--- src/rtl/mem_port_arbiter_pkg.sv ---
// mem_port_arbiter_pkg: shared types and constants for the data-memory port arbiter
package mem_port_arbiter_pkg;
  typedef enum logic {ARB_BOOT, ARB_RUN} arb_state_t;
  typedef enum logic {OWN_CORE, OWN_LDR} owner_t;
  localparam int MAX_WAIT_DEFAULT = 4;
  localparam int CNT_W = 4;
endpackage

--- src/rtl/arb_starve_counter.sv ---
// arb_starve_counter: saturating wait counter with synchronous clear
module arb_starve_counter #(
  parameter int MAX = 4,
  parameter int W = 4
) (
  input  logic         clk,
  input  logic         rst,
  input  logic         inc,
  input  logic         clr,
  output logic [W-1:0] cnt
);
  logic [W-1:0] cnt_q, cnt_d;
  always_comb begin
    cnt_d = clr ? '0 : (inc && cnt_q != W'(MAX)) ? cnt_q + 1'b1 : cnt_q;
    cnt = cnt_q;
  end
  always_ff @(posedge clk or posedge rst)
    if (rst) cnt_q <= '0;
    else cnt_q <= cnt_d;
endmodule

--- src/rtl/mem_port_arbiter.sv ---
// mem_port_arbiter: boot-exclusive then starvation-protected core/loader sharing of a BRAM port
module mem_port_arbiter
  import mem_port_arbiter_pkg::*;
#(
  parameter int ADDR_WIDTH = 10,
  parameter int MAX_WAIT = MAX_WAIT_DEFAULT
) (
  input  logic                  CLK,
  input  logic                  RST,
  input  logic                  Boot_Done,
  input  logic                  Core_Req,
  input  logic                  Core_W_En,
  input  logic [3:0]            Core_Byte_En,
  input  logic [31:0]           Core_Addr,
  input  logic [31:0]           Core_W_Data,
  output logic                  Core_Gnt,
  output logic                  Core_R_Valid,
  input  logic                  Ldr_Req,
  input  logic                  Ldr_W_En,
  input  logic [31:0]           Ldr_Addr,
  input  logic [31:0]           Ldr_W_Data,
  output logic                  Ldr_Gnt,
  output logic                  Ldr_R_Valid,
  output logic [31:0]           R_Data,
  output logic                  Stall_Mem,
  output logic                  Addr_Err,
  output logic                  RAM_En,
  output logic [3:0]            RAM_W_En,
  output logic [ADDR_WIDTH-1:0] RAM_Addr,
  output logic [31:0]           RAM_W_Data,
  input  logic [31:0]           RAM_R_Data
);
  arb_state_t state_q, state_d;
  owner_t owner_q, owner_d;
  logic pend_q, pend_d, zero_q, zero_d, err_q, err_d;
  logic run, any_gnt, w_en, oor;
  logic [31:0] addr, word;
  logic [CNT_W-1:0] cnt;
  arb_starve_counter #(.MAX(MAX_WAIT), .W(CNT_W)) u_starve (
    .clk(CLK),
    .rst(RST),
    .inc(run & Ldr_Req & ~Ldr_Gnt),
    .clr(~Ldr_Req | Ldr_Gnt),
    .cnt(cnt)
  );
  always_comb begin
    run = state_q == ARB_RUN;
    Core_Gnt = run & Core_Req & (~Ldr_Req | (cnt != CNT_W'(MAX_WAIT)));
    Ldr_Gnt = Ldr_Req & (~run | ~Core_Req | (cnt == CNT_W'(MAX_WAIT)));
    any_gnt = Core_Gnt | Ldr_Gnt;
    addr = Ldr_Gnt ? Ldr_Addr : Core_Addr;
    w_en = Ldr_Gnt ? Ldr_W_En : Core_W_En;
    word = addr >> 2;
    oor = |(word >> ADDR_WIDTH);
    RAM_En = any_gnt & ~oor;
    RAM_W_En = (RAM_En & w_en) ? (Ldr_Gnt ? 4'hF : Core_Byte_En) : 4'h0;
    RAM_Addr = word[ADDR_WIDTH-1:0];
    RAM_W_Data = Ldr_Gnt ? Ldr_W_Data : Core_W_Data;
    Stall_Mem = Core_Req & ~Core_Gnt;
    state_d = (state_q == ARB_BOOT && Boot_Done) ? ARB_RUN : state_q;
    pend_d = any_gnt & ~w_en;
    owner_d = Ldr_Gnt ? OWN_LDR : OWN_CORE;
    zero_d = pend_d & oor;
    err_d = any_gnt & oor;
    Core_R_Valid = pend_q & (owner_q == OWN_CORE);
    Ldr_R_Valid = pend_q & (owner_q == OWN_LDR);
    Addr_Err = err_q;
    R_Data = (pend_q & ~zero_q) ? RAM_R_Data : '0;
  end
  always_ff @(posedge CLK or posedge RST)
    if (RST) begin
      state_q <= ARB_BOOT;
      owner_q <= OWN_CORE;
      pend_q <= 1'b0;
      zero_q <= 1'b0;
      err_q <= 1'b0;
    end else begin
      state_q <= state_d;
      owner_q <= owner_d;
      pend_q <= pend_d;
      zero_q <= zero_d;
      err_q <= err_d;
    end
endmodule

--- config.mk ---
export PLATFORM = sky130hd
export DESIGN_NAME = mem_port_arbiter
export DESIGN_NICKNAME = d
export VERILOG_FILES = /design/src/rtl/mem_port_arbiter_pkg.sv /design/src/rtl/arb_starve_counter.sv /design/src/rtl/mem_port_arbiter.sv
export SDC_FILE = /design/constraint.sdc
export NUM_CORES = 1
export LEC_CHECK = 0
export BUFFER_PORTS_ARGS = -buffer_cell sky130_fd_sc_hd__buf_2
export CAP_MARGIN = 20
export CORE_AREA = 2 2 98 100
export CTS_BUF_LIST = sky130_fd_sc_hd__clkbuf_4
export CTS_CLUSTER_SIZE = 14
export DETAILED_ROUTE_END_ITERATION = 8
export DIE_AREA = 0 0 100 102
export SLEW_MARGIN = 20
export SYNTH_ARGS = -nofsm -noshare
export SYNTH_HDL_FRONTEND = slang
export SYNTH_SLANG_ARGS = --single-unit
--- constraint.sdc ---
create_clock -name CLK -period 1.7 [get_ports CLK]
set_input_delay 0.255 -clock CLK [delete_from_list [all_inputs] [get_ports CLK]]
set_output_delay 0.255 -clock CLK [all_outputs]
set_load 0.03 [all_outputs]
==> summary.txt, run 1 <==
Outcome
  – Status: finished, violations left
  – Failing checks: setup timing

Die
  – Initial core utilization: 14.77%
  – Boundary Pins: 256
  – Row cnt: 35
  – Die footprint: 0.01020 mm2
  – Die Width: 100 um
  – Core ar.: 0.009109 mm2
  – Die H: 102 um

Logic synthesis
  – Syn_nets: 408
  – Netlist Area Pre-Place: 0.001345 mm2
  – Synth unique cells: 31
  – Seq cells post-synth: 9
  – Syn Inst Count: 235
  – Yosys warnings: 0
  – Register area share after synthesis: 16.74%
  – Mapped Avg Cell Area: 5.724 um2

Clock tree
  – Clk buf depth: 2
  – TritonCTS clock tree: done
  – Root buffer cell: clkbuf_4
  – Clock transition at path regs: 60 ps
  – Clock Latency Late Sink: 260 ps
  – H-tree Lvls: 1
  – CTS Buf Count: 3
  – CTS sink cnt: 9

Power and ir drop
  – Power Density: 406.2 mW/mm2
  – LEAKAGE: 2.265 nW
  – Max VDD drop: 0.0001320 V

STA
  – Min Tclk post-route: 2274 ps
  – Fmax: 439.8 MHz
  – Worst Tran Pin Value: 357.2 ps
  – Setup slack after layout: -573.7 ps
  – Clock skew: 1.914 ps
  – Relative slew slack: 75.97%
  – Final max-slew violation count: 0
  – Setup TNS: -24190 ps
  – RSZ-0062 raised after global routing: true
  – Hold Fails Final Rpt: 0
  – Final period utilization: 133.7%
  – Setup violations, final: 52

Cells and area
  – Non-Filler Instances: 619
  – Share of cells above drive strength 1: 77.17%
  – Final net count: 682
  – Inserted Diodes: 0
  – Layout fillers: 917
  – Area grow syn2layout: 192.5%

Global route
  – Initial antenna violation count: 0
  – Total gr overflow: 0
  – Gr usage total: 13.94%
  – First-pass GRT wire length: 11260 um
  – Largest net degree at the start of global routing: 33
  – Number of global-route vias before repair: 2319

Critical path
  – Slowest cell on the critical path: dfrtp_1
  – Critical path cell sequence: inv_1 -> ha_2 -> and3b_2 -> o21ai_4 -> inv_4 -> buf_12 -> clkbuf_16 -> nand2_1 -> nand2_4 -> buf_2
  – R2r worst-path depth: 8
  – Crit Reg-Reg Startpoint: u_starve.cnt[1]
  – CP delay by family, top: buffers and inverters
  – Kind of critical path: register to primary output
  – Critical path required time: 1440 ps
  – Startpoint types: register
  – CP startpoint: u_starve.cnt[1]
  – Worst setup EP type: primary output
  – CP peak stage delay: 340 ps
  – Highest net fanout along the worst path: 8
  – Critical Path AT: 2020 ps
  – R2R setup slack: -170 ps
  – FF-to-FF End: zero_q
  – Crit path buf inv count: 5

Route
  – DRC errors left: 0
  – Wirelength per Cell: 14.37 um
  – Drt first pass iters: 4
  – Vias: 2585
  – Final wirelength: 8893 um
  – Initial drt markers: 33
  – Vias per cell: 4.176
  – Routed Antenna Nets: 0

Placement
  – Place WS: -322.6 ps
  – Dpl hpwl: 6860 um
  – Port-buffer cells: 251
  – Cell count after placement: 604
  – Routability Congestion: 0.8979

Min path
  – HP Start: Boot_Done
  – Worst Hold Depth: 2
  – Hold Crit Class: input port to register
  – Hold endpoint: run

Flow run
  – Number of max-cap violations: 0
## worst max path at each step
stage / slack (ps) / depth (start not counted) / to
after CTS: -560 / 10 / RAM_W_Data[22]
after floorplan: -230 / 7 / RAM_W_En[0]
after detailed placement: -320 / 6 / RAM_W_En[0]
final: -570 / 10 / RAM_W_Data[30]
after global placement: -340 / 6 / RAM_W_En[1]
after global routing: -680 / 10 / RAM_W_Data[30]
## layout by cell type, fill, tap and decap left out, drive strengths merged
| cell | instances |
|---|---|
| mux2 | 1 |
| nand3 | 2 |
| and2 | 33 |
| xnor2 | 1 |
| buf | 279 |
| nor4 | 8 |
| dlygate4sd3 | 1 |
| ha | 2 |
| or3b | 1 |
| dfrtp | 9 |
| a21oi | 3 |
| xor2 | 1 |
| nor2 | 6 |
| nor2b | 3 |
| nand4 | 5 |
| nand2 | 127 |
| nor3b | 1 |
| a211oi | 4 |
| clkbuf | 6 |
| inv | 5 |
| or2 | 1 |
| o21ai | 1 |
| mux2i | 1 |
| and3b | 1 |
| or4 | 2 |
| nor4b | 1 |
| and3 | 3 |
## synth_stat cells, drive strengths merged
cell | count | area [um2]
ha | 2 | 25.02
nand4 | 5 | 37.53
nor2b | 3 | 18.77
nor4b | 1 | 8.760
and3 | 3 | 20.02
inv | 5 | 18.76
or2 | 1 | 6.260
or4 | 2 | 22.52
and2 | 33 | 206.5
mux2i | 1 | 10.01
or3b | 1 | 8.760
dfrtp | 9 | 225.2
and3b | 1 | 10.01
nor4 | 8 | 50.05
nor2 | 6 | 30.03
clkbuf | 7 | 26.28
xor2 | 1 | 8.760
nor3b | 1 | 7.510
a21oi | 3 | 15.01
xnor2 | 1 | 8.760
nand2 | 127 | 476.7
mux2 | 1 | 11.26
a211oi | 4 | 30.03
buf | 6 | 36.28
o21ai | 1 | 16.27
nand3 | 2 | 10.01
## layer usage
layer  GRT usage (%)  vias up  routed length, um
li1                -     1289                  -
met1           15.41     1129               3194
met2           27.70      157               4826
met3           2.120       10                731
met4           3.583        0                141
met5               0        -                  0
## timing repair
item	in CTS	in global routing
pin swaps	1	23
endpoints found under the hold margin	9	0
setup buffers	3	3
resized for setup	58	144
setup endpoints to repair	52	85
hold buffers	1	0
cloned	0	4
## stage by stage
step | hold slack [ps] | util [%] | instance area [um2] | total power [mW]
floorplan | 82.92 | - | 1687 | 0.7951
global placement | 225.9 | 34.92 | 3181 | 1.174
detailed placement | 232.4 | 34.92 | 3181 | 1.181
CTS | 189.1 | 37.72 | 3436 | 1.438
global route | 182.9 | 43.19 | 3934 | 1.695
finish | 193.2 | 43.19 | 3934 | 1.598
## sequential cells by signal, summed over array words and instances (netlist names)
name and flops:
u_starve.cnt 4, run 1, pend_q 1, owner_q 1, zero_q 1, Addr_Err 1
## layout make-up
| cell class | instances | area (um2) | area share, % |
|---|---|---|---|
| timing repair buffer | 282 | 1906 | 48.44 |
| multi-input combinational | 208 | 1613 | 41.00 |
| sequential | 9 | 225.2 | 5.725 |
| tap | 111 | 138.9 | 3.531 |
| clock buffer | 4 | 30.03 | 0.7634 |
| inverter | 5 | 21.27 | 0.5407 |
## logic make-up (layout without fill, tap and decap cells)
group	count (synthesis)	count (layout)	share of synthesized area, %
AND/OR/NAND/NOR	194	194	67.91
buffers and inverters	18	291	6.046
adder cells (fa/ha/maj)	2	2	1.860
XOR/XNOR	2	2	1.303
AO/OA/AOI/OAI	8	8	4.558
multiplexers	2	2	1.581
flip-flops	9	9	16.74
## report_power, final
group          switching (mW)  total, mW  internal (mW)
sequential            0.00416      0.227          0.223
clock                  0.0740      0.180          0.106
combinational           0.662       1.19          0.528
total                   0.740       1.60          0.858
Power figures use the tool's default switching activity.
==> run 2, diff against run 1 <==
--- a/config.mk
+++ b/config.mk
@@ -5,14 +5,15 @@
 export SDC_FILE = /design/constraint.sdc
 export NUM_CORES = 1
 export LEC_CHECK = 0
+export ABC_AREA = 1
 export BUFFER_PORTS_ARGS = -buffer_cell sky130_fd_sc_hd__buf_2
 export CAP_MARGIN = 20
-export CORE_AREA = 2 2 98 100
+export CORE_AREA = 2 2 100 102
 export CTS_BUF_LIST = sky130_fd_sc_hd__clkbuf_4
 export CTS_CLUSTER_SIZE = 14
 export DETAILED_ROUTE_END_ITERATION = 8
-export DIE_AREA = 0 0 100 102
-export SLEW_MARGIN = 20
+export DIE_AREA = 0 0 102 104
+export SLEW_MARGIN = 0
 export SYNTH_ARGS = -nofsm -noshare
 export SYNTH_HDL_FRONTEND = slang
 export SYNTH_SLANG_ARGS = --single-unit
==> run 2 against run 1 <==
Compared with the run above: the flow still finishes with violations (setup timing); sequential power about the same; power down 9.0%; routed wire length down 13%; die area up 4.0%; global-route usage shrank 2.3 points; sequential share of layout area increased by 0.73 points; largest power group unchanged.
==> summary.txt, run 2 <==
Route
  – Wirelength per Cell: 11.08 um (-23%)
  – Vias per cell: 3.817 (-8.6%)
  – Vias: 2672 (+3.4%)
  – Drt first pass iters: 4 (unchanged)
  – Initial drt markers: 119 (+260%)
  – Routed Antenna Nets: 0 (unchanged)
  – Final wirelength: 7755 um (-13%)
  – DRC errors left: 0 (unchanged)

Critical path
  – Worst setup EP type: primary output
  – R2R setup slack: 140 ps (+310 ps)
  – Critical path cell sequence: inv_1 -> ha_2 -> nand3_2 -> a21oi_4 -> buf_12 -> nand4_4 -> nand2_4 -> nand3_4 -> nor2_2 -> buf_6
  – Kind of critical path: register to primary output
  – Critical path required time: 1440 ps (about the same)
  – Crit Reg-Reg Startpoint: u_starve.cnt[0]
  – Startpoint types: register
  – CP Capture Point: RAM_W_En[0]
  – Highest net fanout along the worst path: 6 (-2)
  – Critical Path AT: 1850 ps (-170 ps)
  – CP startpoint: u_starve.cnt[0]
  – CP peak stage delay: 370 ps (+30 ps)
  – Slowest cell on the critical path: dfrtp_1
  – FF-to-FF End: zero_q
  – R2r worst-path depth: 10 (+2)

Die
  – Initial core utilization: 15.06% (+0.29 points)
  – Die footprint: 0.01061 mm2 (+4.0%)
  – Core ar.: 0.009549 mm2 (+4.8%)
  – Die H: 104 um (+2.0%)
  – Boundary Pins: 256 (unchanged)
  – Die Width: 102 um (+2.0%)
  – Row cnt: 36 (+2.9%)

Cells and area
  – Inserted Diodes: 0 (unchanged)
  – Commonest non-fill, non-tap cell in the layout: buf_2
  – Reg area: 225.2 um2 (unchanged)
  – Layout fillers: 1071 (+17%)
  – Final net count: 741 (+8.7%)
  – Largest register FFs: 4 (unchanged)
  – Most frequent cells in the layout: buf_2 (199), nand2_1 (126), nor2_1 (67)
  – Area grow syn2layout: 142.6%
  – Share of cells above drive strength 1: 55.03% (-22 points)
  – Area of the multi-input gates: 0.001080 mm2 (-33%)
  – Final Util: 36.53% (-6.7 points)

STA
  – Setup slack after layout: -402.1 ps (+171.6 ps)
  – Final period utilization: 123.7% (-10 points)
  – Relative slew slack: 76.05% (+0.086 points)
  – RSZ-0062 raised after global routing: true
  – Setup TNS: -15550 ps (+8631 ps)
  – Min Tclk post-route: 2102 ps (-171.6 ps)
  – Final max-slew violation count: 0 (unchanged)
  – Worst Tran Pin Value: 358.8 ps (+1.606 ps)
  – Fmax: 475.7 MHz (+8.2%)
  – Hold Fails Final Rpt: 0 (unchanged)
  – Setup violations, final: 49 (-5.8%)
  – Hold_ws: 179.4 ps (-13.76 ps)
  – Clock skew: 2.564 ps (+0.6497 ps)

Global route
  – Initial antenna violation count: 0 (unchanged)
  – Total gr overflow: 0 (unchanged)
  – Number of global-route vias before repair: 2379 (+2.6%)
  – Gr usage total: 11.64% (-2.3 points)
  – Largest net degree at the start of global routing: 33 (unchanged)
  – First-pass GRT wire length: 10120 um (-10%)

Clock tree
  – H-tree Lvls: 1 (unchanged)
  – Clock transition at path regs: 60 ps (about the same)
  – Clock Latency Late Sink: 260 ps (about the same)
  – CTS Buf Count: 3 (unchanged)
  – CTS sink cnt: 9 (unchanged)
  – TritonCTS clock tree: done
  – Clk buf depth: 2 (unchanged)
  – Root buffer cell: clkbuf_4

Power and ir drop
  – Power Density: 416.7 mW/mm2 (+2.6%)
  – Max VDD drop: 0.0001858 V (+41%)
  – LEAKAGE: 2.239 nW (-1.2%)
  – Tot Pwr: 1.454 mW (-9.0%)

Logic synthesis
  – Synth unique cells: 23 (-26%)
  – Yosys top cell area share: 36.29% (+0.85 points)
  – Synth cell count leaders: nand2_1 (139), nor2_1 (72), inv_1 (43)
  – Number of synthesized flops with an enable pin: 0 (unchanged)
  – Syn Inst Count: 298 (+27%)
  – Yosys warnings: 0 (unchanged)
  – Most common cell in the netlist: nand2_1
  – Netlist Area Pre-Place: 0.001438 mm2 (+6.9%)
  – Mapped Avg Cell Area: 4.824 um2 (-16%)
  – Top FF cell, synth: dfrtp_1
  – Seq cells post-synth: 9 (unchanged)
  – Register area share after synthesis: 15.67% (-1.1 points)
  – Syn_nets: 471 (+15%)
  – Async S/R FF share, synth: 100.0% (unchanged)
  – Largest area contributor in the netlist: nand2_1
  – Ranking of synthesized cells by area: nand2_1 (36%), nor2_1 (19%), dfrtp_1 (16%)

Outcome
  – Status: finished, violations left
  – Failing checks: setup timing

Placement
  – Routability Congestion: 0.7990 (-11%)
  – Port-buffer cells: 251 (unchanged)
  – Dpl hpwl: 5762 um (-16%)

Min path
  – Hold Crit Class: input port to register

Flow run
  – Number of max-cap violations: 0 (unchanged)
## run 2: cell families after synthesis
logic type	after synthesis	share of synthesized area (%)
AND/OR/NAND/NOR	224	61.79
adder cells (fa/ha/maj)	2	1.740
buffers and inverters	57	17.41
flip-flops	9	15.67
AO/OA/AOI/OAI	4	2.176
XOR/XNOR	2	1.219
## run 2: area by class of cell
class	count	share of cell area, %
well taps	133	4.770
repair buffers	276	52.15
multi-input cells	234	30.95
flip-flops and latches	9	6.456
inverters	44	4.806
clock buffers	4	0.8608
## run 2: worst min path at each step
| stage | slack [ps] | to | depth (start not counted) | startpoint |
|---|---|---|---|---|
| 3_5_place_dp | 240 | run | 2 | RST |
| 3_3_place_gp | 240 | run | 2 | RST |
| 2_1_floorplan | 80 | Addr_Err | 1 | RST |
| 5_1_grt | 190 | run | 2 | Boot_Done |
| 6_report | 180 | run | 2 | Boot_Done |
| 4_1_cts | 180 | run | 2 | Boot_Done |
## run 2: report_power, final
group	leakage, nW	switching (mW)	internal [mW]
registers	0.111	0.00591	0.223
clock network	0.0184	0.0769	0.107
logic	2.11	0.592	0.449
## run 2: metal layers
metal | up-vias | routed length (um) | track usage, %
li1 | 1396 | - | -
met5 | - | 0 | 0
met2 | 146 | 4163 | 24.81
met1 | 1126 | 2890 | 11.83
met3 | 4 | 671 | 1.277
met4 | 0 | 29 | 1.333
## run 2: what timing repair did
action	CTS	global route
resized for setup	44	83
pin swaps	6	4
gates cloned	1	7
hold buffers	1	0
endpoints found under the setup margin	81	56
buffers inserted	3	6
endpoints found under the hold margin	9	0
## run 2: through the flow
stage          worst slack (ps)  area (um2)  std cells
2_1_floorplan            -73.13        1463        298
3_3_place_gp             -157.6        2920        680
3_5_place_dp             -195.5        2920        680
4_1_cts                  -442.2        3141        689
5_1_grt                  -505.4        3488        700
6_report                 -402.1        3488        700
## run 2: worst max-delay path: cells and delay by family, from the launching register on
kind                       cells  cell delay (ps)
and+or+nand+nor                5              550
DFF                            1              370
buffers and inverters          3              340
adders and majority gates      1              170
AOI/OAI and AO/OA              1              160
